File: config.mk
export PLATFORM = sky130hd
export DESIGN_NAME = pll_trim_calibrator
export DESIGN_NICKNAME = d
export VERILOG_FILES = /design/src/rtl/pll_cal_pkg.sv /design/src/rtl/pll_tick_window_counter.sv /design/src/rtl/pll_trim_calibrator.sv
export SDC_FILE = /design/constraint.sdc
export NUM_CORES = 1
export LEC_CHECK = 0
export ABC_AREA = 1
export CORE_MARGIN = 10
export CORE_UTILIZATION = 59
export CTS_CLUSTER_SIZE = 12
export DETAILED_ROUTE_END_ITERATION = 12
export PLACE_DENSITY_LB_ADDON = 0.1
export SLEW_MARGIN = 5
export SYNTH_ARGS = -nofsm -noshare
export SYNTH_HDL_FRONTEND = slang
export SYNTH_SLANG_ARGS = --single-unit
File: constraint.sdc
create_clock -name clock -period 5.4 [get_ports clock]
set_input_delay 1.08 -clock clock [delete_from_list [all_inputs] [get_ports clock]]
set_output_delay 1.08 -clock clock [all_outputs]
set_load 0.05 [all_outputs]
File: src/rtl/pll_cal_pkg.sv
// Shared types and helpers for the PLL trim calibrator.
// Latency: none (package only).
// Backpressure: not applicable.
package pll_cal_pkg;

    localparam int TRIM_W = 26;
    localparam int LVL_W  = $clog2(TRIM_W + 1);

    typedef enum logic [2:0] {
        IDLE,
        SETTLE,
        MEASURE,
        EVAL,
        DONE
    } cal_state_t;

    // Level L sets bits [L-1:0]; level 0 is all zeros.
    function automatic logic [TRIM_W-1:0] thermo(input logic [LVL_W-1:0] level);
        logic [TRIM_W-1:0] t;
        t = '0;
        for (int i = 0; i < TRIM_W; i++) begin
            t[i] = (i < int'(level));
        end
        return t;
    endfunction

endpackage

File: src/rtl/pll_tick_window_counter.sv
// Counts feedback ticks over a fixed window of clock cycles, saturating.
// Latency: count reflects a tick one cycle after it is sampled; window_done is combinational from state.
// Backpressure: none; ticks arriving while en is low are dropped.
module pll_tick_window_counter #(
    parameter int CNT_W  = 12,
    parameter int WINDOW = 64
) (
    input  logic             clock,
    input  logic             reset,
    input  logic             clear,
    input  logic             en,
    input  logic             fb_tick,
    output logic [CNT_W-1:0] count,
    output logic             window_done
);
    localparam int WIN_W = (WINDOW > 1) ? $clog2(WINDOW) : 1;

    logic [WIN_W-1:0] win;

    always_ff @(posedge clock) begin
        if (reset || clear) begin
            count <= '0;
            win   <= WIN_W'(WINDOW - 1);
        end else if (en) begin
            if (fb_tick && (count != '1)) begin
                count <= count + 1'b1;
            end
            if (win != '0) begin
                win <= win - 1'b1;
            end
        end
    end

    // Asserted during the last window cycle, whose tick is still counted.
    assign window_done = en && (win == '0);

endmodule

File: src/rtl/pll_trim_calibrator.sv
// Binary-search calibration of the ring-oscillator trim against a tick-count target.
// Latency: SETTLE_CYC + WINDOW + 1 cycles per evaluation, at most 5 evaluations.
// Backpressure: start is ignored while busy; results are held until the next start.
module pll_trim_calibrator
    import pll_cal_pkg::*;
#(
    parameter int CNT_W      = 12,
    parameter int WINDOW     = 64,
    parameter int SETTLE_CYC = 8,
    parameter int TOL        = 1
) (
    input  logic              clock,
    input  logic              reset,
    input  logic              start,
    input  logic [CNT_W-1:0]  target,
    input  logic              fb_tick,
    output logic              dco,
    output logic [TRIM_W-1:0] ext_trim,
    output logic [CNT_W-1:0]  meas_count,
    output logic              busy,
    output logic              locked,
    output logic              fail
);
    localparam int SC_W = $clog2(SETTLE_CYC + 1);
    localparam logic [LVL_W-1:0] MID0 = LVL_W'(TRIM_W >> 1);

    cal_state_t       state;
    logic [SC_W-1:0]  settle_cnt;
    logic [LVL_W-1:0] lo, hi, mid, best_lvl;
    logic [CNT_W-1:0] best_err;

    logic [CNT_W-1:0] count;
    logic             window_done;

    pll_tick_window_counter #(
        .CNT_W  (CNT_W),
        .WINDOW (WINDOW)
    ) u_counter (
        .clock       (clock),
        .reset       (reset),
        .clear       (state == SETTLE),
        .en          (state == MEASURE),
        .fb_tick     (fb_tick),
        .count       (count),
        .window_done (window_done)
    );

    logic [CNT_W-1:0] err;
    logic             better;
    logic             finish;
    logic [LVL_W-1:0] lo_n, hi_n, mid_n, best_lvl_n;
    logic [LVL_W:0]   range_sum;

    // Higher trim level is slower: too many ticks moves the search upward.
    always_comb begin
        err        = (count > target) ? (count - target) : (target - count);
        better     = (err < best_err);
        best_lvl_n = better ? mid : best_lvl;
        lo_n       = lo;
        hi_n       = hi;
        finish     = 1'b0;
        if (count > target) begin
            lo_n   = mid + 1'b1;
            finish = (lo_n > hi);
        end else if (mid == lo) begin
            finish = 1'b1;
        end else begin
            hi_n = mid - 1'b1;
        end
        range_sum = {1'b0, lo_n} + {1'b0, hi_n};
        mid_n     = range_sum[LVL_W:1];
    end

    always_ff @(posedge clock) begin
        if (reset) begin
            state      <= IDLE;
            settle_cnt <= '0;
            lo         <= '0;
            hi         <= '0;
            mid        <= '0;
            best_lvl   <= '0;
            best_err   <= '1;
            dco        <= 1'b0;
            ext_trim   <= '0;
            meas_count <= '0;
            busy       <= 1'b0;
            locked     <= 1'b0;
            fail       <= 1'b0;
        end else begin
            case (state)
                IDLE, DONE: begin
                    if (start) begin
                        lo         <= '0;
                        hi         <= LVL_W'(TRIM_W);
                        mid        <= MID0;
                        best_lvl   <= MID0;
                        best_err   <= '1;
                        locked     <= 1'b0;
                        fail       <= 1'b0;
                        ext_trim   <= thermo(MID0);
                        dco        <= 1'b1;
                        busy       <= 1'b1;
                        settle_cnt <= '0;
                        state      <= SETTLE;
                    end
                end
                SETTLE: begin
                    if (settle_cnt == SC_W'(SETTLE_CYC - 1)) begin
                        state <= MEASURE;
                    end else begin
                        settle_cnt <= settle_cnt + 1'b1;
                    end
                end
                MEASURE: begin
                    if (window_done) begin
                        state <= EVAL;
                    end
                end
                EVAL: begin
                    meas_count <= count;
                    best_lvl   <= best_lvl_n;
                    if (better) begin
                        best_err <= err;
                    end
                    if (err <= CNT_W'(TOL)) begin
                        locked <= 1'b1;
                        busy   <= 1'b0;
                        state  <= DONE;
                    end else if (finish) begin
                        ext_trim <= thermo(best_lvl_n);
                        fail     <= 1'b1;
                        busy     <= 1'b0;
                        state    <= DONE;
                    end else begin
                        lo         <= lo_n;
                        hi         <= hi_n;
                        mid        <= mid_n;
                        ext_trim   <= thermo(mid_n);
                        settle_cnt <= '0;
                        state      <= SETTLE;
                    end
                end
                default: state <= IDLE;
            endcase
        end
    end

endmodule

# ---- Word-level counts from Yosys, hierarchy flattened
# Index checks and enable logic that the tools add are counted.
dict set report op_classes {
  n_reduce_logical 21
  mux 48
  add_sub_neg 8
  eq_ne 17
  magnitude_cmp 56
}
# op n
set ops {}
lappend ops {{$lt A5 B5 Y1 const A} 20}
lappend ops {{$lt A4 B5 Y1 const A} 16}
lappend ops {{$mux W26} 3}
lappend ops {{$mux W5} 13}
lappend ops {{$pmux W26 S2} 1}
lappend ops {{$lt A3 B5 Y1 const A} 8}
lappend ops {{$pmux W5 S2} 4}
lappend ops {{$mux W12} 3}
lappend ops {{$pmux W12 S2} 1}
lappend ops {{$sub A12 B12 Y12} 2}
lappend ops {{$lt A1 B5 Y1 const A} 4}
lappend ops {{$lt A2 B5 Y1 const A} 4}
lappend ops {{$ne A2 B2 Y1 const B} 9}
lappend ops {{$mux W4} 4}
lappend ops {{$mux W3} 5}
lappend ops {{$reduce_and A3 Y1} 5}
lappend ops {{$add A12 B1 Y12 const B} 1}
lappend ops {{$gt A12 B12 Y1} 1}
lappend ops {{$le A12 B1 Y1 const B} 1}
lappend ops {{$lt A12 B12 Y1} 1}
lappend ops {{$ne A12 B12 Y1 const B} 1}
lappend ops {{$pmux W3 S4} 1}
lappend ops {{$pmux W4 S3} 1}
lappend ops {{$mux W1} 9}
lappend ops {{other kinds (24)} 32}
dict set report word_totals {
  out_inout_bits 42
  ff_bits 99
}

# ---- Longest topological paths before layout
# Gate-level depths: netlist (run 1).
dict set report logic_depth {
  depth_word 8
  depth_mapped 30
  depth_no_buf 29
}

# ---- Modules after synthesis
# From an unflattened synthesis (run 1), not the netlist that was laid out.
dict set report hier_totals {
  hier_cells 1133
  hier_area_um2 7164.4
}
# module area_each_um2 seq_area_each_um2 n_inst cells_per_inst
set by_module_without_submodules {}
lappend by_module_without_submodules {pll_trim_calibrator 6133.4 1621.6 1 976}
lappend by_module_without_submodules {pll_tick_window_counter 1031.0 360.3 1 157}

# ---- Worst setup path before layout (run 1)
# Ideal clock, no wire load.
dict set report synth_timing {
  path_kind {in2reg}
  from {input port target[0]}
  to {register ext_trim[9]}
  setup_time_ns 0.113
  t_arrival_ns 4.329
  setup_slack_ns 0.958
  stages 25
  path_cell_list {ha_1 > inv_1 > fa_1 > nand3_1 > nand3_1 > nand3_2 > nand3_2 > nand2_4 > buf_4 > nand2_1 > nand2_1 > inv_1 > ha_1 > a21oi_1 > o21ai_0 > a21oi_1 > nand2_1 > o21ai_0 > nand2_1 > nor2_1 > nor2_1 > nor2_1 > nand2_1 > o21ai_1 > inv_1}
}
dict set report synth_via {
  elab_chain_len 8
  elab_cells_between_ends 18
  classes_between {3 x add/sub; 5 x order compare; 1 x eq/ne; 8 x mux; 1 x reduce/logical}
}
# element line
set synth_rtl {}
lappend synth_rtl {{start, declared} pll_trim_calibrator.sv:15} ;# input logic [CNT_W-1:0] target,
lappend synth_rtl {{$sub A12 B12 Y12 or $gt A12 B12 Y1 (tied branches)} {pll_trim_calibrator.sv:56, pll_trim_calibrator.sv:62}}
lappend synth_rtl {{$mux W12} pll_trim_calibrator.sv:56} ;# err = (count > target) ? (count - target) : (target - count);
lappend synth_rtl {{$lt A12 B12 Y1} pll_trim_calibrator.sv:57} ;# better = (err < best_err);
lappend synth_rtl {{$mux W5} pll_trim_calibrator.sv:58} ;# best_lvl_n = better ? mid : best_lvl;
lappend synth_rtl {{$lt A4 B5 Y1} pll_cal_pkg.sv:22} ;# t[i] = (i < int'(level));
lappend synth_rtl {{$mux W26} pll_trim_calibrator.sv:129} ;# end else if (finish) begin
lappend synth_rtl {{$mux W26} pll_trim_calibrator.sv:125} ;# if (err <= CNT_W'(TOL)) begin
lappend synth_rtl {{$pmux W26 S2} pll_trim_calibrator.sv:90} ;# case (state)
lappend synth_rtl {{end signal, assigned} pll_trim_calibrator.sv:100} ;# ext_trim <= thermo(MID0);
lappend synth_rtl {{end signal, assigned} pll_trim_calibrator.sv:130} ;# ext_trim <= thermo(best_lvl_n);
lappend synth_rtl {{end signal, assigned} pll_trim_calibrator.sv:138} ;# ext_trim <= thermo(mid_n);
lappend synth_rtl {{end, declared} pll_trim_calibrator.sv:18} ;# output logic [TRIM_W-1:0] ext_trim,
# Parallel ways exist; a longest one is shown, timed or not. The select of a mux whose other input is x is not followed.
# A chain may end at the register's enable or synchronous reset.

# ---- Worst setup path after layout (run 1)
dict set report layout_timing {
  from {input port target[0]}
  to {register ext_trim[20]}
}
dict set report layout_via {
  elab_chain_len 8
  elab_cells_between_ends 18
  classes_between {3 x add/sub; 5 x order compare; 1 x eq/ne; 8 x mux; 1 x reduce/logical}
}
# element line
set layout_rtl {}
lappend layout_rtl {{$sub A12 B12 Y12 or $gt A12 B12 Y1 (tied branches)} {pll_trim_calibrator.sv:56, pll_trim_calibrator.sv:62}}
lappend layout_rtl {{$mux W12} pll_trim_calibrator.sv:56}
lappend layout_rtl {{$lt A12 B12 Y1} pll_trim_calibrator.sv:57}
lappend layout_rtl {{$mux W5} pll_trim_calibrator.sv:58}
lappend layout_rtl {{$lt A5 B5 Y1} pll_cal_pkg.sv:22}
lappend layout_rtl {{$mux W26} pll_trim_calibrator.sv:129}
lappend layout_rtl {{$mux W26} pll_trim_calibrator.sv:125}
lappend layout_rtl {{$pmux W26 S2} pll_trim_calibrator.sv:90}
# Parallel ways exist; a longest one is shown, timed or not. The select of a mux whose other input is x is not followed.

==> results of run 1 <==
==> flip-flops by register name, indices dropped and copies added, names as in the netlist, 5 cells and up <==
signal / flops
lo: 5
meas_count: 12
hi: 5
u_counter.count: 12
ext_trim: 26
mid: 5
u_counter.win: 6
best_lvl: 5
best_err: 12
==> final cells by class <==
type / count / share of cell area (%)
multi-input cells: 786 / 51.1
flip-flops and latches: 99 / 23.8
repair buffers: 100 / 10.7
inverters: 177 / 8.01
clock buffers: 10 / 2.87
well taps: 143 / 2.15
clock inverters: 5 / 1.29
==> critical path, delay by kind of cell <==
family                     cells  cell delay [ns]
and+or+nand+nor               13             1.38
buffers and inverters          6             1.16
adders and majority gates      3             0.95
AOI/OAI and AO/OA              3             0.52
xor gates and xnor gates       1             0.18
==> per-layer routing <==
layer / wire length [µm] / part of all wire (%) / track usage (%)
met2: 8640 / 44 / 36.6
met4: 279 / 1.4 / 7.83
met3: 1310 / 6.6 / 4.81
met1: 9590 / 48 / 33.7
met5: 0 / 0 / 0
==> through the flow <==
stage	worst slack, ns	util [%]	area, µm²	setup TNS [ns]
floorplan	0.958	-	7040	0
global placement	-0.0877	68.8	7960	-0.277
detailed placement	-0.126	68.8	7960	-0.363
CTS	0.244	71.8	8310	0
global route	0.0375	72.0	8320	0
finish	0.340	72.0	8320	0
==> what timing repair did <==
action,in CTS,in global routing
hold buffers,0,0
hold endpoints to repair,0,0
gates resized for setup,0,7
setup endpoints to repair,0,18
==> power by group <==
part	total (W)	internal, W	switching (W)
Sequential	0.000928	0.000849	0.0000782
Combinational	0.00177	0.000597	0.00118
Clock	0.000767	0.000467	0.000300
==> logic make-up (layout without fill, tap and decap cells) <==
family	Yosys count	count (layout)	share of synthesized area, %
AOI/OAI and AO/OA	194	194	15.0
buffers and inverters	206	292	11.7
adders and majority gates	52	52	9.57
DFF	99	99	28.2
and+or+nand+nor	522	522	33.4
xor gates and xnor gates	18	18	2.24
==> synthesized netlist by cell type, types with 2 or more instances <==
| cell type | count |
|---|---|
| o31ai_1 | 2 |
| nor2_1 | 86 |
| a21oi_2 | 2 |
| nor2_2 | 4 |
| dfxtp_1 | 99 |
| o21ai_0 | 63 |
| xnor2_1 | 4 |
| xor2_1 | 14 |
| nor3_1 | 17 |
| fa_1 | 3 |
| inv_2 | 7 |
| nand3b_1 | 5 |
| nand2_4 | 2 |
| buf_2 | 3 |
| buf_4 | 3 |
| nand3_2 | 3 |
| nand4_1 | 27 |
| o21ai_1 | 14 |
| nor3_2 | 2 |
| clkbuf_1 | 18 |
| nor2_4 | 4 |
| nand3_1 | 72 |
| nand2_2 | 8 |
| a21oi_1 | 89 |
| buf_6 | 4 |
| nor2_8 | 2 |
| o211ai_1 | 12 |
| ha_1 | 49 |
| nor4_1 | 3 |
| and2_1 | 2 |
| inv_1 | 169 |
| o22ai_1 | 2 |
| o221ai_1 | 4 |
| or2_2 | 4 |
| nand2_1 | 279 |
==> final timing paths <==
path / startpoint / to / slack (ns)
worst max-delay path: target[0] / ext_trim[20] / 0.34
worst min register to register: ext_trim[19] / ext_trim[19] / 0.47
worst max register to register: u_counter.count[0] / ext_trim[20] / 1.07
worst min-delay path: ext_trim[19] / ext_trim[19] / 0.47
==> results.md, run 1 <==
* Die W at 129 µm
* Post-synth EDFFs at 0
* Hpwl dp at 15,000 µm
* Post-Synthesis Cells at 1,091
* Drt total wl at 19,800 µm
* H-tree levels at 3
* GP Congestion at 0.985
* CP Max Fanout at 13
* Largest area contributor in the netlist: dfxtp_1
* Clk root buf: clkbuf_16
* Drt pass-1 iters at 5
* Commonest cells after routing, fill and taps aside: nand2_1 (278), inv_1 (169), dfxtp_1 (99)
* Placed cells at 1,305
* Hold Vio Cnt, Final at 0
* Die H at 129 µm
* Clk slew on worst S/H paths at roughly 0.07 ns
* Tot GR Track Use at around 24%
* Data arrival time of the worst path at between 5 and 6 ns
* Syn avg cell area at 6.45 µm²
* Share of cells above drive strength 1 at 8.84%
* DR vias/cell at between 5 and 6
* Number of DRC markers in iteration 0 at ~800
* Sink Count at 99
* Routed length per instance at 15.0 µm
* # setup viols final at 0
* Antenna viol nets, final at 0
* Post-synth top area share at 28.2%
* Mapped cell area at between 7000 and 8000 µm²
* IO Port Bufs at 57
* # fillers at about 1,000
* Worst skew pair latency at about 0.36 ns
* Fin cells at 1,320
* CTS Buf Count at 9
* Crit end category: register
* Critical path's most frequent cell: nor2_1
* Post-synthesis async set-or-reset flop share at 0%
* ANT cells at 0
* Worst endpoint required time at 5.64 ns
* Final Power at 0.00347 W
* Postcts setup bufs at 0
* Gr ovfl total at 0
* Vias in the first global route at 6,792
* Worst path slowest cell: clkdlybuf4s50_1
* Post-route DRC violation count at 0
* Growth of design area from synthesis to finish at 18.3%
* Commonest non-fill, non-tap cell in the layout: nand2_1
* CTS tree: built
* Clk_skew at about 0.0074 ns
* Outcome: finished, final reports clean
* Worst rel slew slack at 64.9%
* Register area share after synthesis at 28.2%
* Net count after synthesis at 1,159
* R2R depth at 26
* Placement Rows at 39
* Net count, final at 1,241
* Vias at 7,218
* Worst-margin pin slew at 0.525 ns
* Min-Delay Path Class: register to register
* Register area at 1980 µm²
* Die ar. at 16,700 µm²
* Fmax at 0.198 GHz
* Num ports at 58
* Worst vdd rail ir drop at just under 400 µV
* CP peak stage delay at 0.52 ns
* Largest cells by area after synthesis: dfxtp_1 (28%), nand2_1 (15%), inv_1 (9.0%)
* Critical path type: input port to register
* Hold WS at 0.475 ns
* RSZ-0062 raised after global routing: false
* Ys flop type: dfxtp_1
* Critical path launch point type: input port
* Multi-input gate area at roughly 4300 µm²
* Pwr/cell area at approximately 420 nW/µm²
* Yosys cell types at 45
* Final min period at 5.06 ns
* First-pass GRT wire length at between 30,000 and 40,000 µm
* Pins Over Slew Limit at 0
* CORE AREA at 11,600 µm²
* Synth warn at 0
* Static Leak at 4.07 nW
* #FFs+latches synth at between 90 and 100
* CTS Buffer Depth at 2
* Max Cap Viol at 0
* Worst Hold Path Cells at 2
* Initial antenna violation count at 0
* Largest net degree at the start of global routing at 47
* Initial Util at about three fifths
* Crit share post-route at between 90% and 100%
Note: power is estimated with default switching activity, not from simulation.
==> inputs of run 2 (changes only) <==
--- a/config.mk
+++ b/config.mk
@@ -7,7 +7,8 @@
 export LEC_CHECK = 0
 export ABC_AREA = 1
 export CORE_MARGIN = 10
-export CORE_UTILIZATION = 59
+export CORE_UTILIZATION = 60
+export CTS_BUF_LIST = sky130_fd_sc_hd__clkbuf_4
 export CTS_CLUSTER_SIZE = 12
 export DETAILED_ROUTE_END_ITERATION = 12
 export PLACE_DENSITY_LB_ADDON = 0.1
==> constraint.sdc (replaced) <==
create_clock -name clock -period 5.95 [get_ports clock]
set_input_delay 1.19 -clock clock [delete_from_list [all_inputs] [get_ports clock]]
set_output_delay 1.19 -clock clock [all_outputs]
set_load 0.05 [all_outputs]
==> results.md, run 2 (synthesis gave the netlist of run 1 again) <==
* Postcts setup bufs at 0 (unchanged)
* Gate power share at 53.8% (was 51.2%)
* Clk slew on worst S/H paths at 0.18 ns (was 0.07 ns)
* Critical path's most frequent cell: nand2_1 (was nor2_1)
* GR met3 Demand/Resource at 4.84% (was 4.81%)
* Die ar. at 16,500 µm² (was 16,700 µm²)
* R2r startpoint: u_counter.count[0] (unchanged)
* Hold path start: hi[2] (was ext_trim[19])
* Hold WS at 0.471 ns (was 0.475 ns)
* M2 GR Usage at 34.4% (was 36.6%)
* H-tree levels at 3 (unchanged)
* Growth of design area from synthesis to finish at 11.6% (was 18.3%)
* CTS Buffer Depth at 2 (unchanged)
* Commonest cells after routing, fill and taps aside: nand2_1 (279), inv_1 (169), dfxtp_1 (99) (was nand2_1 (278), inv_1 (169), dfxtp_1 (99))
* GP Congestion at 0.991 (was 0.985)
* Pins Over Slew Limit at 0 (unchanged)
* CTS Buf Count at 9 (unchanged)
* Clk_skew at 0.0199 ns (was 0.00742 ns)
* Critical path type: input port to register (unchanged)
* WHS Endpoint: hi[2] (was ext_trim[19])
* Most flops, register: ext_trim (unchanged)
* Commonest non-fill, non-tap cell in the layout: nand2_1 (unchanged)
* Fmax at between 0.15 and 0.2 GHz
* Vias in the first global route at 6,414 (was 6,792)
* Max Cap Viol at 0 (unchanged)
* Crit end category: register (unchanged)
* Share of cells above drive strength 1 at 5.61% (was 8.84%)
* Busiest grt layer: met2 (unchanged)
* DR vias/cell at 5.48 (was 5.47)
* Fin cells at 1,285 (was 1,320)
* Largest net degree at the start of global routing at 47 (unchanged)
* RSZ-0062 raised after global routing: false (unchanged)
* Internal power at 0.00136 W (was 0.00191 W)
* Critical path launch point type: input port (unchanged)
* First-pass GRT wire length at 31,700 µm (was 33,100 µm)
* Post-route setup slack at 0.618 ns (was 0.340 ns)
* Worst rel slew slack at 39.1% (was 64.9%)
* Number of DRC markers in iteration 0 at 600 (was 786)
* R2R depth at 26 (unchanged)
* Net count, final at 1,204 (was 1,241)
* Crit share post-route at 89.6%
* Gr ovfl total at 0 (unchanged)
* Drt pass-1 iters at 6 (was 5)
* Num ports at 58 (unchanged)
* Crit Reg-Reg Endpoint: ext_trim[12] (was ext_trim[20])
* R2r setup slk at 1.22 ns (was 1.07 ns)
* Net Sw Frac at 50.3% (was 44.8%)
* Post-route DRC violation count at 0 (unchanged)
* Worst vdd rail ir drop at 304 µV (was 393 µV)
* Worst skew pair latency at 0.50 ns (was 0.36 ns)
* Vias at 7,041 (was 7,218)
* IO Port Bufs at 57 (unchanged)
* CORE AREA at 11,500 µm² (was 11,600 µm²)
* Data arrival time of the worst path at 5.78 ns (was 5.30 ns)
* Placement Rows at 39 (unchanged)
* Initial antenna violation count at 1 (was 0)
* # setup viols final at 0 (unchanged)
* Final min period at roughly 5.3 ns
* Worst path slowest cell: clkdlybuf4s50_1 (unchanged)
* Worst-margin pin slew at 0.913 ns (was 0.525 ns)
* Clock share of power at 15.3% (was 22.1%)
* Initial Util at 61.4% (was 60.8%)
* Worst Hold Path Cells at 2 (unchanged)
* Buffer and inverter count on the worst path at 5 (was 6)
* CP Max Fanout at 21 (was 13)
* Outcome: finished, final reports clean (unchanged)
* Sink Count at 99 (unchanged)
* Tot GR Track Use at 23.2% (was 24.2%)
* Placed cells at 1,268 (was 1,305)
* CP peak stage delay at 0.49 ns (was 0.52 ns)
* Static Leak at 3.80 nW (was 4.07 nW)
* P_sw at 0.00137 W (was 0.00155 W)
* Pwr/cell area at 347 nW/µm² (was 417 nW/µm²)
* Max FFs per register at 26 (unchanged)
* Die W at 128 µm (was 129 µm)
* Setup TNS at 0 ns (unchanged)
* Drt total wl at 18,900 µm (was 19,800 µm)
* Min-Delay Path Class: register to register (unchanged)
* Hold Vio Cnt, Final at 0 (unchanged)
* Antenna viol nets, final at 0 (unchanged)
* Hpwl dp at 14,400 µm (was 15,000 µm)
* Place WS at 0.197 ns (was -0.126 ns)
* Top delay family on crit path: simple AND/OR/NAND/NOR gates (unchanged)
* Hold-fix buffers, CTS at 0 (unchanged)
* Routed length per instance at 14.7 µm (was 15.0 µm)
* M1 GR Usage at 33.0% (was 33.7%)
* CTS tree: built (unchanged)
* Die H at 128 µm (was 129 µm)
* Seq pwr share at 30.9% (was 26.7%)
* Worst endpoint required time at 6.40 ns (was 5.64 ns)
* Post-CTS resize count at 0 (unchanged)
* Clk root buf: clkbuf_4 (was clkbuf_16)
## run 2: worst max-delay path by stage
| stage | from | endpoint | slack (ns) | cells after the start |
|---|---|---|---|---|
| 2_1_floorplan | target[0] | ext_trim[9] | 1.40 | 25 |
| 3_3_place_gp | target[1] | ext_trim[20] | 0.31 | 27 |
| 3_5_place_dp | target[0] | ext_trim[12] | 0.20 | 27 |
| 4_1_cts | target[0] | ext_trim[12] | 0.74 | 27 |
| 5_1_grt | target[0] | ext_trim[12] | 0.19 | 27 |
| 6_report | target[0] | ext_trim[12] | 0.62 | 26 |
## run 2: area by class of cell
| type | instances | area (µm²) |
|---|---|---|
| multi-input combinational | 786 | 4240 |
| fill | 1058 | 3610 |
| sequential | 99 | 1980 |
| inverter | 177 | 667 |
| timing repair buffer | 63 | 616 |
| tap | 143 | 179 |
| clock inverter | 7 | 103 |
| clock buffer | 9 | 67.6 |
| antenna | 1 | 2.50 |
## run 2: tightest hold or removal path, stage by stage (launching register included)
cell,delay [ns]
dfxtp_1,0.34
nand2_1,0.06
a21oi_1,0.05
## run 2: through the flow
step	total power [W]	area, µm²	util (%)
after detailed placement	0.00230	7680	67.0
after global placement	0.00229	7680	67.0
after CTS	0.00272	7850	68.5
after floorplan	0.00193	7040	-
final	0.00273	7860	68.5
after global routing	0.00295	7860	68.5
## run 2: routing by layer
metal | wire, µm | vias to the layer above
met5 | 0 | -
met4 | 316 | 0
met3 | 1210 | 34
met2 | 8020 | 214
met1 | 9340 | 3177
li1 | - | 3616
## run 2: power groups by stage
stage | sequential (W) | combinational, W | clock (W)
after global placement | 0.000853 | 0.00144 | 0
after detailed placement | 0.000854 | 0.00144 | 0
final | 0.000842 | 0.00147 | 0.000418
after floorplan | 0.000996 | 0.000937 | 0
after CTS | 0.000842 | 0.00145 | 0.000423
after global routing | 0.000856 | 0.00164 | 0.000448
==> inputs of run 3 (changes only) <==
--- a/config.mk
+++ b/config.mk
@@ -12,7 +12,6 @@
 export CTS_CLUSTER_SIZE = 12
 export DETAILED_ROUTE_END_ITERATION = 12
 export PLACE_DENSITY_LB_ADDON = 0.1
-export SLEW_MARGIN = 5
 export SYNTH_ARGS = -nofsm -noshare
 export SYNTH_HDL_FRONTEND = slang
 export SYNTH_SLANG_ARGS = --single-unit
==> results of run 3 <==
Same layout as run 2: the final DEF is identical, and so are final timing and power.
